**src/rtl/subtrator_pkg.sv**
```systemverilog
// Shared state encoding for the bit-serial subtractor.
package subtrator_pkg;
    localparam logic [1:0] ST_IDLE  = 2'd0;
    localparam logic [1:0] ST_SHIFT = 2'd1;
    localparam logic [1:0] ST_DONE  = 2'd2;

    typedef enum logic [1:0] {
        S_IDLE  = ST_IDLE,
        S_SHIFT = ST_SHIFT,
        S_DONE  = ST_DONE
    } state_t;
endpackage

```
**src/rtl/subtrator_completo_1bit.sv**
```systemverilog
// Combinational 1-bit full subtractor: d = x - y - bin.
module subtrator_completo_1bit (
    input  logic x,
    input  logic y,
    input  logic bin,
    output logic d,
    output logic bout
);
    assign d    = x ^ y ^ bin;
    assign bout = (~x & y) | (~(x ^ y) & bin);
endmodule

```
**src/rtl/subtrator_serial.sv**
```systemverilog
// Bit-serial N-bit subtractor, LSB first, with start/done handshake.
// state  | meaning
// IDLE   | waiting for start; operands captured when start=1
// SHIFT  | one difference bit per cycle through the 1-bit subtractor
// DONE   | publish d/bout/ovf, pulse done, return to IDLE
module subtrator_serial
    import subtrator_pkg::*;
#(
    parameter int N = 8
) (
    input  logic         clk,
    input  logic         rst,
    input  logic         start,
    input  logic [N-1:0] a,
    input  logic [N-1:0] b,
    input  logic         bin,
    output logic         busy,
    output logic         done,
    output logic [N-1:0] d,
    output logic         bout,
    output logic         ovf
);
    localparam int CW = $clog2(N + 1);

    state_t         state;
    logic [CW-1:0]  cnt;
    logic [N-1:0]   a_sr;
    logic [N-1:0]   b_sr;
    logic [N-1:0]   d_sr;
    logic           borrow_q;
    logic           a_msb;
    logic           b_msb;
    logic           diff_bit;
    logic           bo_bit;

    subtrator_completo_1bit u_fs (
        .x   (a_sr[0]),
        .y   (b_sr[0]),
        .bin (borrow_q),
        .d   (diff_bit),
        .bout(bo_bit)
    );

    always_ff @(posedge clk) begin
        if (rst) begin
            state    <= S_IDLE;
            cnt      <= '0;
            a_sr     <= '0;
            b_sr     <= '0;
            d_sr     <= '0;
            borrow_q <= 1'b0;
            a_msb    <= 1'b0;
            b_msb    <= 1'b0;
            busy     <= 1'b0;
            done     <= 1'b0;
            d        <= '0;
            bout     <= 1'b0;
            ovf      <= 1'b0;
        end else begin
            done <= 1'b0;
            case (state)
                S_IDLE: begin
                    if (start) begin
                        a_sr     <= a;
                        b_sr     <= b;
                        borrow_q <= bin;
                        a_msb    <= a[N-1];
                        b_msb    <= b[N-1];
                        cnt      <= '0;
                        busy     <= 1'b1;
                        state    <= S_SHIFT;
                    end
                end
                S_SHIFT: begin
                    // Difference bits enter at the MSB so bit 0 ends up at d[0].
                    d_sr     <= {diff_bit, d_sr[N-1:1]};
                    a_sr     <= a_sr >> 1;
                    b_sr     <= b_sr >> 1;
                    borrow_q <= bo_bit;
                    cnt      <= cnt + 1'b1;
                    if (cnt == CW'(N - 1))
                        state <= S_DONE;
                end
                S_DONE: begin
                    d     <= d_sr;
                    bout  <= borrow_q;
                    ovf   <= (a_msb != b_msb) && (d_sr[N-1] != a_msb);
                    done  <= 1'b1;
                    busy  <= 1'b0;
                    state <= S_IDLE;
                end
                default: begin
                    busy  <= 1'b0;
                    state <= S_IDLE;
                end
            endcase
        end
    end
endmodule
```
**config.mk**
```make
export PLATFORM = sky130hd
export DESIGN_NAME = subtrator_serial
export DESIGN_NICKNAME = d
export VERILOG_FILES = /design/src/rtl/subtrator_pkg.sv /design/src/rtl/subtrator_completo_1bit.sv /design/src/rtl/subtrator_serial.sv
export SDC_FILE = /design/constraint.sdc
export NUM_CORES = 1
export LEC_CHECK = 0
export CORE_MARGIN = 5
export CORE_UTILIZATION = 30
export CTS_CLUSTER_SIZE = 20
export DETAILED_ROUTE_END_ITERATION = 10
export GPL_TIMING_DRIVEN = 0
export MAX_ROUTING_LAYER = met4
export PLACE_DENSITY_LB_ADDON = 0.15
export RECOVER_POWER = 50
export SLEW_MARGIN = 20
export SYNTH_ARGS = -nofsm -noshare
export SYNTH_HDL_FRONTEND = slang
export SYNTH_SLANG_ARGS = --single-unit
```
**constraint.sdc**
```tcl
create_clock -name clk -period 2.1 [get_ports clk]
set_clock_uncertainty 0.2 [all_clocks]
set_input_delay 0.525 -clock clk [delete_from_list [all_inputs] [get_ports clk]]
set_output_delay 0.525 -clock clk [all_outputs]
set_load 0.05 [all_outputs]
```
* Word level (Yosys, flattened, before mapping)
Index checks and enable logic that the tools add are counted.
** Cells by class
- Add/sub/neg operators :: 1
- Equal/unequal tests :: 7
- Multiplexer cells :: 14
- Bitwise logic cells :: 8
- Reduce and logical (&&, ||, !) cells :: 7
** Operators by type and width (number)
- one-hot mux 8 bit (2 select lines) :: 2
- two-way mux 8 bit :: 2
- one-hot mux 4 bit (2 select lines) :: 1
- AND reduction 2 bit :: 4
- adder 4 x 1 -> 4 bit, second input constant :: 1
- == test 4 x 3 -> 1 bit, second input constant :: 1
- two-way mux 2 bit :: 2
- two-way mux 4 bit :: 1
- inequality test 2 bit, second input constant :: 2
- one-hot mux 1 bit (2 select lines) :: 2
- one-hot mux 2 bit (2 select lines) :: 1
- two-way mux 1 bit :: 3
- inverter 1 bit :: 3
- AND 1 bit :: 2
- == test 2 x 1 -> 1 bit, second input constant :: 1
- == test 2 bit, second input constant :: 1
- logical NOT 2 bit :: 1
- inequality test 1 bit :: 2
- nonzero test 2 bit :: 1
- bitwise XOR 1 bit :: 2
- logical AND 1 bit :: 1
- bitwise OR 1 bit :: 1
** Word-level totals
- Register bits after elaboration :: 45
- Bits of input ports :: 20
- Output and inout bits :: 12

* Logic depth before layout (Yosys ltp)
Gate-level depths: netlist of the first run.
- Word-level depth :: 5
- Depth in mapped cells :: 5
- Gate-level depth less buffers :: 4

* Modules after synthesis
From an unflattened synthesis of the first run, not the netlist that was laid out.
** Second synthesis, totals
- Cells, all modules :: 223
- Area, all modules :: 1905.6 um2
** Modules (own cells, without submodules)
- subtrator_serial :: times used 1, cells each 219, area an instance 1874.3 um2, seq. area each 900.9 um2
- subtrator_completo_1bit :: times used 1, cells each 4, area an instance 31.3 um2, seq. area each 0.0 um2

* Worst setup path after synthesis of the first run
Ideal clock, no wire load.
- Path kind :: input port to flip-flop
- From :: input port rst
- To :: register ovf
- Library setup time :: 0.132 ns
- Arrival :: 1.173 ns
- Data required time :: 1.768 ns
- Slack :: 0.595 ns
- Stages on the path :: 3
- Cells stage by stage :: clkbuf_1 -> clkbuf_1 -> nor3_1
** RTL lines
- start: declaration :: RTL line subtrator_serial.sv:12 : input logic rst,
- end signal: assignment :: RTL line subtrator_serial.sv:87 : ovf <= (a_msb != b_msb) && (d_sr[N-1] != a_msb);
- end: declaration :: RTL line subtrator_serial.sv:21 : output logic ovf
No word-level cell between the ends.

* Final worst setup path of the first run
- From :: input port start
- To :: register borrow_q
** On the way
- Longest elaborated chain between the ends :: 2
** Ends and longest elaborated chain
- start: declaration :: RTL line subtrator_serial.sv:13 : input logic start,
- inequality test 2 bit (no line)
- AND reduction 2 bit (no line)
- end signal: assignment :: RTL line subtrator_serial.sv:66 : borrow_q <= bin;
- end signal: assignment :: RTL line subtrator_serial.sv:79 : borrow_q <= bo_bit;
- end: declaration :: RTL line subtrator_serial.sv:30 : logic borrow_q;
Every way passes these cells.
A chain may end at the register's enable or synchronous reset.

==> key figures, run 1 <==
Status
  • Result of the run: completed

Global routing
  • Via count of the first global-routing pass: between 1000 and 1500
  • Largest net degree at the start of global routing: 14
  • Total global routing overflow: 0
  • Antenna violations before repair: 0
  • Wire length of the first global-routing pass: 7180 um
  • Total global-route track usage: 0.126

Drt
  • Average via count per standard cell: 4.83
  • DRT antenna net count: 0
  • Routed WL: approximately 4400 um
  • Drt first-iter violations: approximately 90
  • Overall via count from detail_route: between 1500 and 2000
  • Routed wirelength normalized by instance count: ~13 um
  • Post-detailed-route DRC marker count: 0
  • TritonRoute pass-1 iters: 4

Timing
  • Hold Violations, Final: 0
  • Max-slew violation total from the final report: 0
  • Worst path setup slack after routing: ~170 ps
  • Worst slew margin relative to its limit: 0.609
  • Time the final worst path needs with I/O delays and setup: ~1900 ps
  • Max Clk Rate: 517 MHz
  • Setup repair after global routing missed its margin: no
  • Measured slew at the worst slew-check pin: 586 ps
  • Number of endpoints failing setup at the final stage: 0
  • Crit share post-route: 0.920
  • Final hold slack: 254 ps

Power
  • Leakage power summed over all cells: between 0.0008 and 0.0009 uW
  • P per Cell Area: between 700 and 800 mW/mm2
  • Sequential share of power: 0.507
  • Internal Dissipation: about 1400 uW
  • Net switching fraction of the power: 0.241
  • Clock network fraction of design power: 0.375
  • Worst vdd rail ir drop: slightly below 300 uV
  • Share of total power in combinational logic: 0.118
  • Psw: roughly 440 uW

Floorplan
  • Die Footprint: about 0.0077 mm2
  • Effective utilization at floorplan: 0.308
  • Placeable core area: 0.00592 mm2
  • Overall die width: 88.0 um
  • Row cnt: 28
  • I/O pin total: 32
  • Chip height: 88.0 um

Worst setup path
  • Worst setup path category: in2reg
  • FF-to-FF setup slack: 240 ps
  • Worst path arrival time: roughly 1900 ps
  • Worst reg2reg path startpoint: state[0]$_SDFFE_PP0P_
  • Startpoint class of the critical path: input pin
  • CP endpoint kind: flip-flop
  • Data required time of the critical path: around 2100 ps
  • Endpoint of the worst register-to-register path: b_sr[4]$_SDFFE_PP0P_
  • Reg2Reg Depth: 5
  • Top fanout value on the critical path: 6

Run
  • Number of maximum-capacitance constraint violations: 0

Clocking
  • Htree depth: 2
  • Maximum clock path buffer count: 2
  • Clock slew at the register clock pins of the worst setup and hold paths: ~80 ps
  • Number of clock sinks: between 40 and 50
  • Worst skew pair latency: about 300 ps
  • Setup Fix Bufs, Post-CTS: 0
  • Number of clock buffers inserted by TritonCTS: 5
  • Root buffer selected by CTS: sky130_fd_sc_hd__clkbuf_8
  • CTS tree: yes

Finish
  • Ratio of cells with drive above 1 in the final layout: 0.0627
  • Antenna cell count: 0
  • Commonest cells after routing, fill and taps aside: sky130_fd_sc_hd__dfxtp_1, sky130_fd_sc_hd__nand2_1, sky130_fd_sc_hd__nor2_1
  • Finished Cell Area: 0.00231 mm2
  • Area growth from synthesis to final layout: 26.8%
  • Leading cell type in the layout, fill and taps excluded: sky130_fd_sc_hd__dfxtp_1
  • Post-route core utilization: 0.391
  • Nets: 276

Yosys
  • Distinct cell type count of the synthesized netlist: 30
  • Flip-flop and latch count after synthesis: 45
  • Synthesis Warnings: 0
  • Post-synthesis net count: between 200 and 250
  • Synthesized cell area: 0.00182 mm2
  • Instance count of the mapped netlist: 217
  • Sequential cell area fraction in the yosys report: 0.494
  • Post-Synthesis Mean Instance Area: ~8.4 um2

Worst hold path
  • Startpoint of the worst hold path: d[1]$_SDFFE_PP0P_
  • Hold path depth: 2
  • Endpoint, Worst Hold: d[1]$_SDFFE_PP0P_
  • Worst min-delay path class: reg2reg

Place
  • Weighted congestion at the end of routability-driven global placement: roughly 0.77
  • Number of I/O port buffers: 30
  • HPWL after detailed placement: 3130 um
  • Worst-case setup slack after placement: -117 ps
  • Cell area after placement: 0.00222 mm2
==> power groups by stage <==
stage	combinational [uW]	sequential (uW)	clock, uW
3_5_place_dp	219	941	0
3_3_place_gp	218	941	0
4_1_cts	219	921	703
2_1_floorplan	136	940	0
6_report	215	921	681
5_1_grt	245	926	735
==> state kept, by name (all words and copies together), names as in the netlist <==
register and cells:
a_msb 1, a_sr 8, b_msb 1, b_sr 8, borrow_q 1, bout 1
busy 1, cnt 4, d 8, d_sr 8, done 1, ovf 1
state 2
==> per-stage QoR <==
step	cells	TNS [ps]	total power [uW]
floorplan	217	0	1080
global placement	322	-807	1160
detailed placement	322	-713	1160
CTS	330	0	1840
global route	330	0	1910
finish	330	0	1820
==> Yosys cell counts, drive strengths merged <==
| master | count | area share |
|---|---|---|
| nand2b | 3 | 0.010 |
| nor3b | 2 | 0.011 |
| a211oi | 15 | 0.062 |
| o2bb2ai | 10 | 0.048 |
| nor2 | 30 | 0.062 |
| a2111oi | 1 | 0.0082 |
| nor3 | 3 | 0.0082 |
| o21bai | 1 | 0.0041 |
| mux2 | 1 | 0.0062 |
| nand3b | 1 | 0.0041 |
| inv | 5 | 0.010 |
| o22ai | 4 | 0.014 |
| or3b | 1 | 0.0048 |
| dfxtp | 45 | 0.49 |
| buf | 8 | 0.025 |
| nand4 | 1 | 0.0034 |
| clkbuf | 8 | 0.016 |
| nand2 | 44 | 0.091 |
| a221oi | 2 | 0.0096 |
| o21ba | 1 | 0.0055 |
| and2b | 1 | 0.0041 |
| nor2b | 2 | 0.0069 |
| nand3 | 1 | 0.0027 |
| o32a | 1 | 0.0055 |
| fa | 1 | 0.011 |
| ha | 1 | 0.0069 |
| a21oi | 24 | 0.066 |
==> how the worst max path moves through the flow <==
| stage | endpoint | slack [ps] | cells after the start | from |
|---|---|---|---|---|
| global route | b_sr[3]$_SDFFE_PP0P_ | 70 | 5 | state[0]$_SDFFE_PP0P_ |
| detailed placement | borrow_q$_SDFFE_PP0P_ | -120 | 4 | start |
| CTS | borrow_q$_SDFFE_PP0P_ | 190 | 4 | start |
| finish | borrow_q$_SDFFE_PP0P_ | 170 | 4 | start |
| floorplan | ovf$_SDFFE_PP0P_ | 600 | 3 | rst |
| global placement | cnt[3]$_SDFFE_PP0P_ | -90 | 4 | start |
==> per-layer routing <==
| metal | up-vias | global-route usage | routed length, um |
|---|---|---|---|
| met2 | 32 | 0.172 | 1890 |
| met4 | 0 | 0.0502 | 79 |
| li1 | 824 | - | - |
| met5 | - | - | 0 |
| met3 | 6 | 0.0357 | 247 |
| met1 | 733 | 0.174 | 2230 |
==> cells by family after synthesis <==
kind of cell,count (synthesis),share of synthesized area
multiplexers,1,0.00618
flip-flops,45,0.494
buffers and inverters,21,0.0515
adder cells (fa/ha/maj),2,0.0178
AND/OR/NAND/NOR,89,0.208
AO/OA/AOI/OAI,59,0.222
==> worst max-delay path, stage by stage <==
cell and delay (ps):
sky130_fd_sc_hd__clkdlybuf4s50_1 570, sky130_fd_sc_hd__nor3b_2 380, sky130_fd_sc_hd__nor3_1 120, sky130_fd_sc_hd__a2111oi_2 320
==> repair_timing <==
item | in CTS | in global routing
hold buffers | 0 | 0
endpoints found under the setup margin | 12 | 0
endpoints found under the hold margin | 0 | 0
gates resized for setup | 12 | 0
==> layout make-up <==
class | count | area, um2
Sequential cell | 45 | 901
Clock buffer | 7 | 86.3
Multi-Input combinational cell | 151 | 828
Timing Repair Buffer | 30 | 285
Fill cell | 642 | 3610
Buffer | 16 | 68.8
Tap cell | 75 | 93.8
Inverter | 5 | 18.8
Clock inverter | 1 | 30.0
Note: power is estimated with default switching activity, not from simulation.
==> run 2, diff against run 1 <==
--- a/config.mk
+++ b/config.mk
@@ -13,6 +13,7 @@
 export MAX_ROUTING_LAYER = met4
 export PLACE_DENSITY_LB_ADDON = 0.15
 export RECOVER_POWER = 50
+export SKIP_CTS_REPAIR_TIMING = 1
 export SLEW_MARGIN = 20
 export SYNTH_ARGS = -nofsm -noshare
 export SYNTH_HDL_FRONTEND = slang
==> run 2 against run 1 <==
Die area unchanged. First-iteration DRC count down 1.1%. Global-route usage about the same. Count of clock-buffer cells in the layout unchanged. Final cell count unchanged. Setup slack about the same. Sequential share of layout area down 0.60 points. Total power about the same. Largest cell class unchanged. Highest routed layer unchanged.
==> key figures, run 2 (synthesis results as in run 1) <==
Status
  • Result of the run: completed

Worst setup path
  • Worst setup path category: in2reg
  • Longest individual stage delay on the worst path: 570 ps (about the same)
  • CP endpoint kind: flip-flop
  • Startpoint class of the critical path: input pin
  • Worst path arrival time: 1920 ps (about the same)
  • Data required time of the critical path: 2080 ps (about the same)
  • Worst path slowest cell: sky130_fd_sc_hd__clkdlybuf4s50_1
  • Crit-path cells: clkdlybuf4s50_1 -> nor3b_2 -> nor3_1 -> a2111oi_2
  • Top fanout value on the critical path: 6 (unchanged)

Clocking
  • Number of clock sinks: 45 (unchanged)
  • Number of clock buffers inserted by TritonCTS: 5 (unchanged)
  • CTS tree: yes
  • Htree depth: 2 (unchanged)
  • Root buffer selected by CTS: sky130_fd_sc_hd__clkbuf_8
  • Worst skew pair latency: 300 ps (about the same)
  • Maximum clock path buffer count: 2 (unchanged)
  • Clock slew at the register clock pins of the worst setup and hold paths: 80 ps (about the same)

Timing
  • Max Clk Rate: 517 MHz (unchanged)
  • Setup repair after global routing missed its margin: no
  • Crit share post-route: 0.920 (about the same)
  • Measured slew at the worst slew-check pin: 586 ps (+0.593 ps)
  • Worst slew margin relative to its limit: 0.609 (about the same)
  • Final setup TNS: 0 ps (unchanged)
  • Hold Violations, Final: 0 (unchanged)
  • Final hold slack: 254 ps (+0.339 ps)
  • Time the final worst path needs with I/O delays and setup: 1930 ps (+0.00100 ps)
  • Max-slew violation total from the final report: 0 (unchanged)
  • Number of endpoints failing setup at the final stage: 0 (unchanged)

Power
  • P per Cell Area: 774 mW/mm2 (-1.5%)
  • Worst vdd rail ir drop: 292 uV (about the same)
  • Leakage power summed over all cells: 0.00101 uW (+16%)
  • Overall power after layout: 1820 uW (about the same)

Global routing
  • GR peak layer: met1
  • Total global-route track usage: 0.126 (+0.000200)
  • Largest net degree at the start of global routing: 14 (unchanged)
  • Met2 Resource Use GR: 0.172 (unchanged)
  • Antenna violations before repair: 0 (unchanged)
  • Via count of the first global-routing pass: 1457 (+0.28%)
  • Met1 Use GR: 0.174 (+0.000572)
  • Wire length of the first global-routing pass: 7200 um (+0.19%)
  • Met3 demand-to-capacity share in global routing: 0.0357 (unchanged)
  • Total global routing overflow: 0 (unchanged)

Floorplan
  • Die Footprint: 0.00774 mm2 (unchanged)
  • Effective utilization at floorplan: 0.308 (unchanged)
  • Row cnt: 28 (unchanged)
  • I/O pin total: 32 (unchanged)
  • Overall die width: 88.0 um (unchanged)
  • Chip height: 88.0 um (unchanged)
  • Placeable core area: 0.00592 mm2 (unchanged)

Finish
  • Ratio of cells with drive above 1 in the final layout: 0.0627 (unchanged)
  • Fin cells: 330 (unchanged)
  • Leading cell type in the layout, fill and taps excluded: sky130_fd_sc_hd__dfxtp_1
  • Antenna cell count: 0 (unchanged)
  • Nets: 276 (unchanged)
  • Commonest cells after routing, fill and taps aside: sky130_fd_sc_hd__dfxtp_1, sky130_fd_sc_hd__nand2_1, sky130_fd_sc_hd__nor2_1
  • Post-route core utilization: 0.397 (+0.00613)
  • Area growth from synthesis to final layout: 28.8%

Run
  • Number of maximum-capacitance constraint violations: 0 (unchanged)

Drt
  • DRT antenna net count: 0 (unchanged)
  • Routed WL: 4470 um (+0.52%)
  • Drt first-iter violations: 87 (-1.1%)
  • Average via count per standard cell: 4.84 (+0.19%)
  • TritonRoute pass-1 iters: 4 (unchanged)
  • Routed wirelength normalized by instance count: 13.5 um (+0.52%)
  • Post-detailed-route DRC marker count: 0 (unchanged)
  • Overall via count from detail_route: 1598 (+0.19%)

Place
  • Weighted congestion at the end of routability-driven global placement: 0.770 (unchanged)
  • HPWL after detailed placement: 3130 um (unchanged)
  • Total placed cells including tap cells: 322 (unchanged)
  • Number of I/O port buffers: 30 (unchanged)

Worst hold path
  • Worst min-delay path class: reg2reg
[run 2: worst paths after layout]
| kind | start | endpoint | slack [ps] | cells past startpoint |
|---|---|---|---|---|
| setup reg to reg | state[0]$_SDFFE_PP0P_ | b_sr[4]$_SDFFE_PP0P_ | 240 | 5 |
| hold / removal | bout$_SDFFE_PP0P_ | bout$_SDFFE_PP0P_ | 250 | 2 |
| hold reg to reg | bout$_SDFFE_PP0P_ | bout$_SDFFE_PP0P_ | 250 | 2 |
| setup / recovery | start | borrow_q$_SDFFE_PP0P_ | 170 | 4 |
[run 2: critical path, delay by kind of cell]
| kind | cells | cell delay, ps |
|---|---|---|
| simple gates | 2 | 500 |
| compound gates | 1 | 320 |
| buf+inv | 1 | 570 |
[run 2: area by class of cell]
cell class / instances / area (um2)
flip-flops and latches: 45 / 901
clock inverters: 1 / 30.0
inverters: 5 / 18.8
repair buffers: 30 / 322
multi-input cells: 151 / 828
plain buffers: 16 / 68.8
well taps: 75 / 93.8
fillers: 634 / 3570
clock buffers: 7 / 86.3
[run 2: stage by stage]
stage	cell area (um2)	worst slack [ps]
after global placement	2220	-86.5
after floorplan	1820	595
after detailed placement	2220	-117
after global routing	2350	69.5
final	2350	167
after CTS	2330	-76.8
[run 2: power by group]
group          leakage, uW  internal, uW  total (uW)  switching [uW]
Combinational     0.000582          95.9         216             120
Sequential        0.000368           895         921            25.6
Clock            0.0000585           388         681             293
[run 2: per-layer routing]
layer  wire length, um  vias to the layer above  part of all wire
li1                  -                      825                 -
met1              2240                      735              0.50
met2              1900                       32              0.42
met3               254                        6             0.057
met4                79                        0             0.018
met5                 0                        -                 0
==> run 3, diff against run 2 <==
--- a/config.mk
+++ b/config.mk
@@ -17,4 +17,5 @@
 export SLEW_MARGIN = 20
 export SYNTH_ARGS = -nofsm -noshare
 export SYNTH_HDL_FRONTEND = slang
+export SYNTH_HIERARCHICAL = 1
 export SYNTH_SLANG_ARGS = --single-unit
==> constraint.sdc (replaced) <==
create_clock -name clk -period 2.1 [get_ports clk]
set_clock_uncertainty 0.2 [all_clocks]
set_input_delay 0.42 -clock clk [delete_from_list [all_inputs] [get_ports clk]]
set_output_delay 0.42 -clock clk [all_outputs]
set_load 0.05 [all_outputs]
==> run 3 against run 2 <==
Cell area up 1.7%. First-iteration DRC count rose by 1.1%. Utilization fell by 1.6 points. Non-clock buffer count stayed put. Combinational power rose by 6%. Sequential power is essentially flat. Register-to-register slack worse by 30 ps. Via count grew 1.0%. Worst hold slack gained 2.1 ps. Die area rose by 4.0%. Global-route usage is 0.33 points lower.
==> key figures, run 3 <==
Yosys
  • Instance count of the mapped netlist: 223 (+2.8%)
  • List of most frequent post-synthesis cells: sky130_fd_sc_hd__dfxtp_1, sky130_fd_sc_hd__nand2_1, sky130_fd_sc_hd__nor2_1
  • Count of flip-flops with a built-in enable after synthesis: 0 (unchanged)
  • Post-synthesis net count: 245 (+2.5%)
  • Combinational family with the most area after synthesis: compound AO/OA/AOI/OAI gates
  • Post-synthesis share of cell area spent on full adders, half adders and majority gates: 0.0171 (-0.000773)
  • Top post-synthesis cells by area: sky130_fd_sc_hd__dfxtp_1, sky130_fd_sc_hd__nand2_1, sky130_fd_sc_hd__nor2_1
  • Share of cell area taken by muxes after synthesis: 0.00591 (-0.000268)
  • Sequential cell area fraction in the yosys report: 0.473 (-0.0214)
  • Flip-flop and latch count after synthesis: 45 (unchanged)
  • Synthesized cell area: 0.00191 mm2 (+4.5%)
  • Compound-Gate Fraction of Synth Area: 0.227 (+0.00415)
  • Fraction of registers with async set or reset after synthesis: 0 (unchanged)
  • Primary flip-flop cell chosen by synthesis mapping: sky130_fd_sc_hd__dfxtp_1
  • Basic-gate share of the synthesized area counting and, or, nand and nor cells: 0.213 (+0.00478)
  • Most instantiated library cell after synthesis: sky130_fd_sc_hd__dfxtp_1
  • Synthesis Warnings: 6 (+6)
  • Xor and xnor fraction of the mapped netlist area: 0 (unchanged)
  • Area share of the largest cell type after synthesis: 0.473 (-0.0214)
  • Post-Synthesis Mean Instance Area: 8.55 um2 (+1.7%)
  • Distinct cell type count of the synthesized netlist: 34 (+13%)
  • Leading area contributor after synthesis: sky130_fd_sc_hd__dfxtp_1

Worst setup path
  • Reg2Reg Depth: 5 (unchanged)
  • Worst setup path category: reg2out
  • CP endpoint kind: output pin
  • Endpoint of the worst register-to-register path: a_sr[0]$_SDFFE_PP0P_
  • Worst path arrival time: 1430 ps (-490 ps)
  • Worst reg2reg path startpoint: state[0]$_SDFFE_PP0P_
  • Number of buffer and inverter stages on the critical path: 1 (unchanged)
  • Startpoint class of the critical path: flip-flop
  • Top fanout value on the critical path: 2 (-4)
  • Origin of the worst setup path: d[7]$_SDFFE_PP0P_
  • Crit-path cells: clkdlybuf4s50_1
  • Worst path slowest cell: sky130_fd_sc_hd__clkdlybuf4s50_1
  • Longest individual stage delay on the worst path: 800 ps (+230 ps)
  • Crit path max-delay family: buffers and inverters
  • FF-to-FF setup slack: 210 ps (-30 ps)
  • Data required time of the critical path: 1480 ps (-600 ps)

Worst hold path
  • Hold path depth: 2 (unchanged)
  • Startpoint of the worst hold path: d[2]$_SDFFE_PP0P_
  • Worst min-delay path class: reg2reg
  • Endpoint, Worst Hold: d[2]$_SDFFE_PP0P_

Global routing
  • Met1 Use GR: 0.166 (-0.00789)
  • Total global routing overflow: 0 (unchanged)
  • GR peak layer: met2
  • Met2 Resource Use GR: 0.180 (+0.00857)
  • Via count of the first global-routing pass: 1663 (+14%)
  • Antenna violations before repair: 0 (unchanged)
  • Largest net degree at the start of global routing: 15 (+1)
  • Wire length of the first global-routing pass: 8090 um (+12%)
  • Total global-route track usage: 0.123 (-0.00334)
  • Met3 demand-to-capacity share in global routing: 0.0275 (-0.00820)

Finish
  • Area growth from synthesis to final layout: 25.3%
  • Antenna cell count: 0 (unchanged)
  • Number of filler instances in the final layout: 679 (+7.1%)
  • Nets: 281 (+1.8%)
  • Leading cell type in the layout, fill and taps excluded: sky130_fd_sc_hd__dfxtp_1
  • Commonest cells after routing, fill and taps aside: sky130_fd_sc_hd__dfxtp_1, sky130_fd_sc_hd__nand2_1, sky130_fd_sc_hd__nor2_1
  • Ratio of cells with drive above 1 in the final layout: 0.108 (+0.0449)
  • Post-route core utilization: 0.380 (-0.0164)
  • Fin cells: 337 (+2.1%)

Timing
  • Setup repair after global routing missed its margin: no
  • Measured slew at the worst slew-check pin: 639 ps (+52.3 ps)
  • Worst slew margin relative to its limit: 0.574 (-0.0349)
  • Crit share post-route: 0.978 (+0.0582)
  • Final hold slack: 256 ps (+2.12 ps)
  • Max Clk Rate: 487 MHz (-6.0%)
  • Hold Violations, Final: 0 (unchanged)
  • Worst path setup slack after routing: 45.2 ps (-122 ps)
  • Max-slew violation total from the final report: 0 (unchanged)
  • Time the final worst path needs with I/O delays and setup: 2050 ps (+122 ps)
  • Final setup TNS: 0 ps (unchanged)
  • Number of endpoints failing setup at the final stage: 0 (unchanged)

Place
  • Total placed cells including tap cells: 329 (+2.2%)
  • Worst-case setup slack after placement: 350 ps (+467 ps)
  • Number of I/O port buffers: 29 (-3.3%)
  • HPWL after detailed placement: 3140 um (+0.14%)
  • Weighted congestion at the end of routability-driven global placement: 0.754 (-2.1%)

Clocking
  • Worst skew pair latency: 290 ps (about the same)
  • Maximum clock path buffer count: 2 (unchanged)
  • Number of clock sinks: 45 (unchanged)
  • Clock slew at the register clock pins of the worst setup and hold paths: 90 ps (about the same)
  • Number of clock buffers inserted by TritonCTS: 5 (unchanged)
  • CTS tree: yes
  • Htree depth: 2 (unchanged)
  • Root buffer selected by CTS: sky130_fd_sc_hd__clkbuf_8

Power
  • Worst vdd rail ir drop: 349 uV (+19%)
  • Leakage power summed over all cells: 0.000940 uW (-6.8%)
  • Share of total power in combinational logic: 0.133 (+0.014)
  • Net switching fraction of the power: 0.265 (+0.0233)
  • P per Cell Area: 721 mW/mm2 (-6.8%)
  • Psw: 456 uW (+3.9%)
  • Clock network fraction of design power: 0.331 (-0.044)
  • Sequential share of power: 0.536 (+0.030)
  • Internal Dissipation: 1270 uW (-8.2%)

Floorplan
  • Row cnt: 29 (+3.6%)
  • Placeable core area: 0.00628 mm2 (+6.0%)
  • Die Footprint: 0.00805 mm2 (+4.0%)
  • Overall die width: 89.7 um (+2.0%)
  • I/O pin total: 32 (unchanged)
  • Effective utilization at floorplan: 0.304 (-0.00434)
  • Chip height: 89.7 um (+2.0%)

Drt
  • Post-detailed-route DRC marker count: 0 (unchanged)
  • TritonRoute pass-1 iters: 4 (unchanged)
  • DRT antenna net count: 0 (unchanged)
  • Overall via count from detail_route: 1614 (+1.0%)
  • Routed WL: 4510 um (+0.99%)
  • Average via count per standard cell: 4.79 (-1.1%)
  • Drt first-iter violations: 88 (+1.1%)
  • Routed wirelength normalized by instance count: 13.4 um (-1.1%)

Status
  • Result of the run: completed

Run
  • Number of maximum-capacitance constraint violations: 0 (unchanged)
## run 3: final cells by class
type                    count  area, um2  area share
flip-flops and latches     45        901       0.377
repair buffers             29        305       0.128
multi-input cells         156        881       0.369
plain buffers              17       88.8      0.0372
clock buffers               6       82.6      0.0346
well taps                  77       96.3      0.0404
clock inverters             2       13.8     0.00577
inverters                   5       18.8     0.00786
## run 3: per-stage QoR
stage	instance area, um2	power (uW)
floorplan	1910	1100
global placement	2290	1180
detailed placement	2290	1180
CTS	2390	1750
global route	2390	1810
finish	2390	1720
## run 3: power groups by stage
stage / combinational, uW / clock [uW] / sequential, uW
floorplan: 155 / 0 / 941
global placement: 235 / 0 / 943
detailed placement: 235 / 0 / 943
CTS: 236 / 590 / 923
global route: 263 / 616 / 929
finish: 230 / 569 / 923
## run 3: metal layers
layer  vias to the layer above  wire, um
li1                        839         -
met1                       746      2360
met2                        22      1950
met3                         7       126
met4                         0        69
met5                         -         0
## run 3: worst max-delay path by stage
stage / end / slack, ps / depth (start not counted)
2_1_floorplan: cnt[1]$_SDFFE_PP0P_ / 580 / 4
3_3_place_gp: busy / 350 / 1
3_5_place_dp: busy / 350 / 1
4_1_cts: ovf / 20 / 1
5_1_grt: d[4] / 4 / 1
6_report: d[7] / 50 / 1
## run 3: cells by family after synthesis
logic type	count (synthesis)
AND/OR/NAND/NOR	95
AO/OA/AOI/OAI	58
flip-flops	45
buffers and inverters	22
adder cells (fa/ha/maj)	2
multiplexers	1
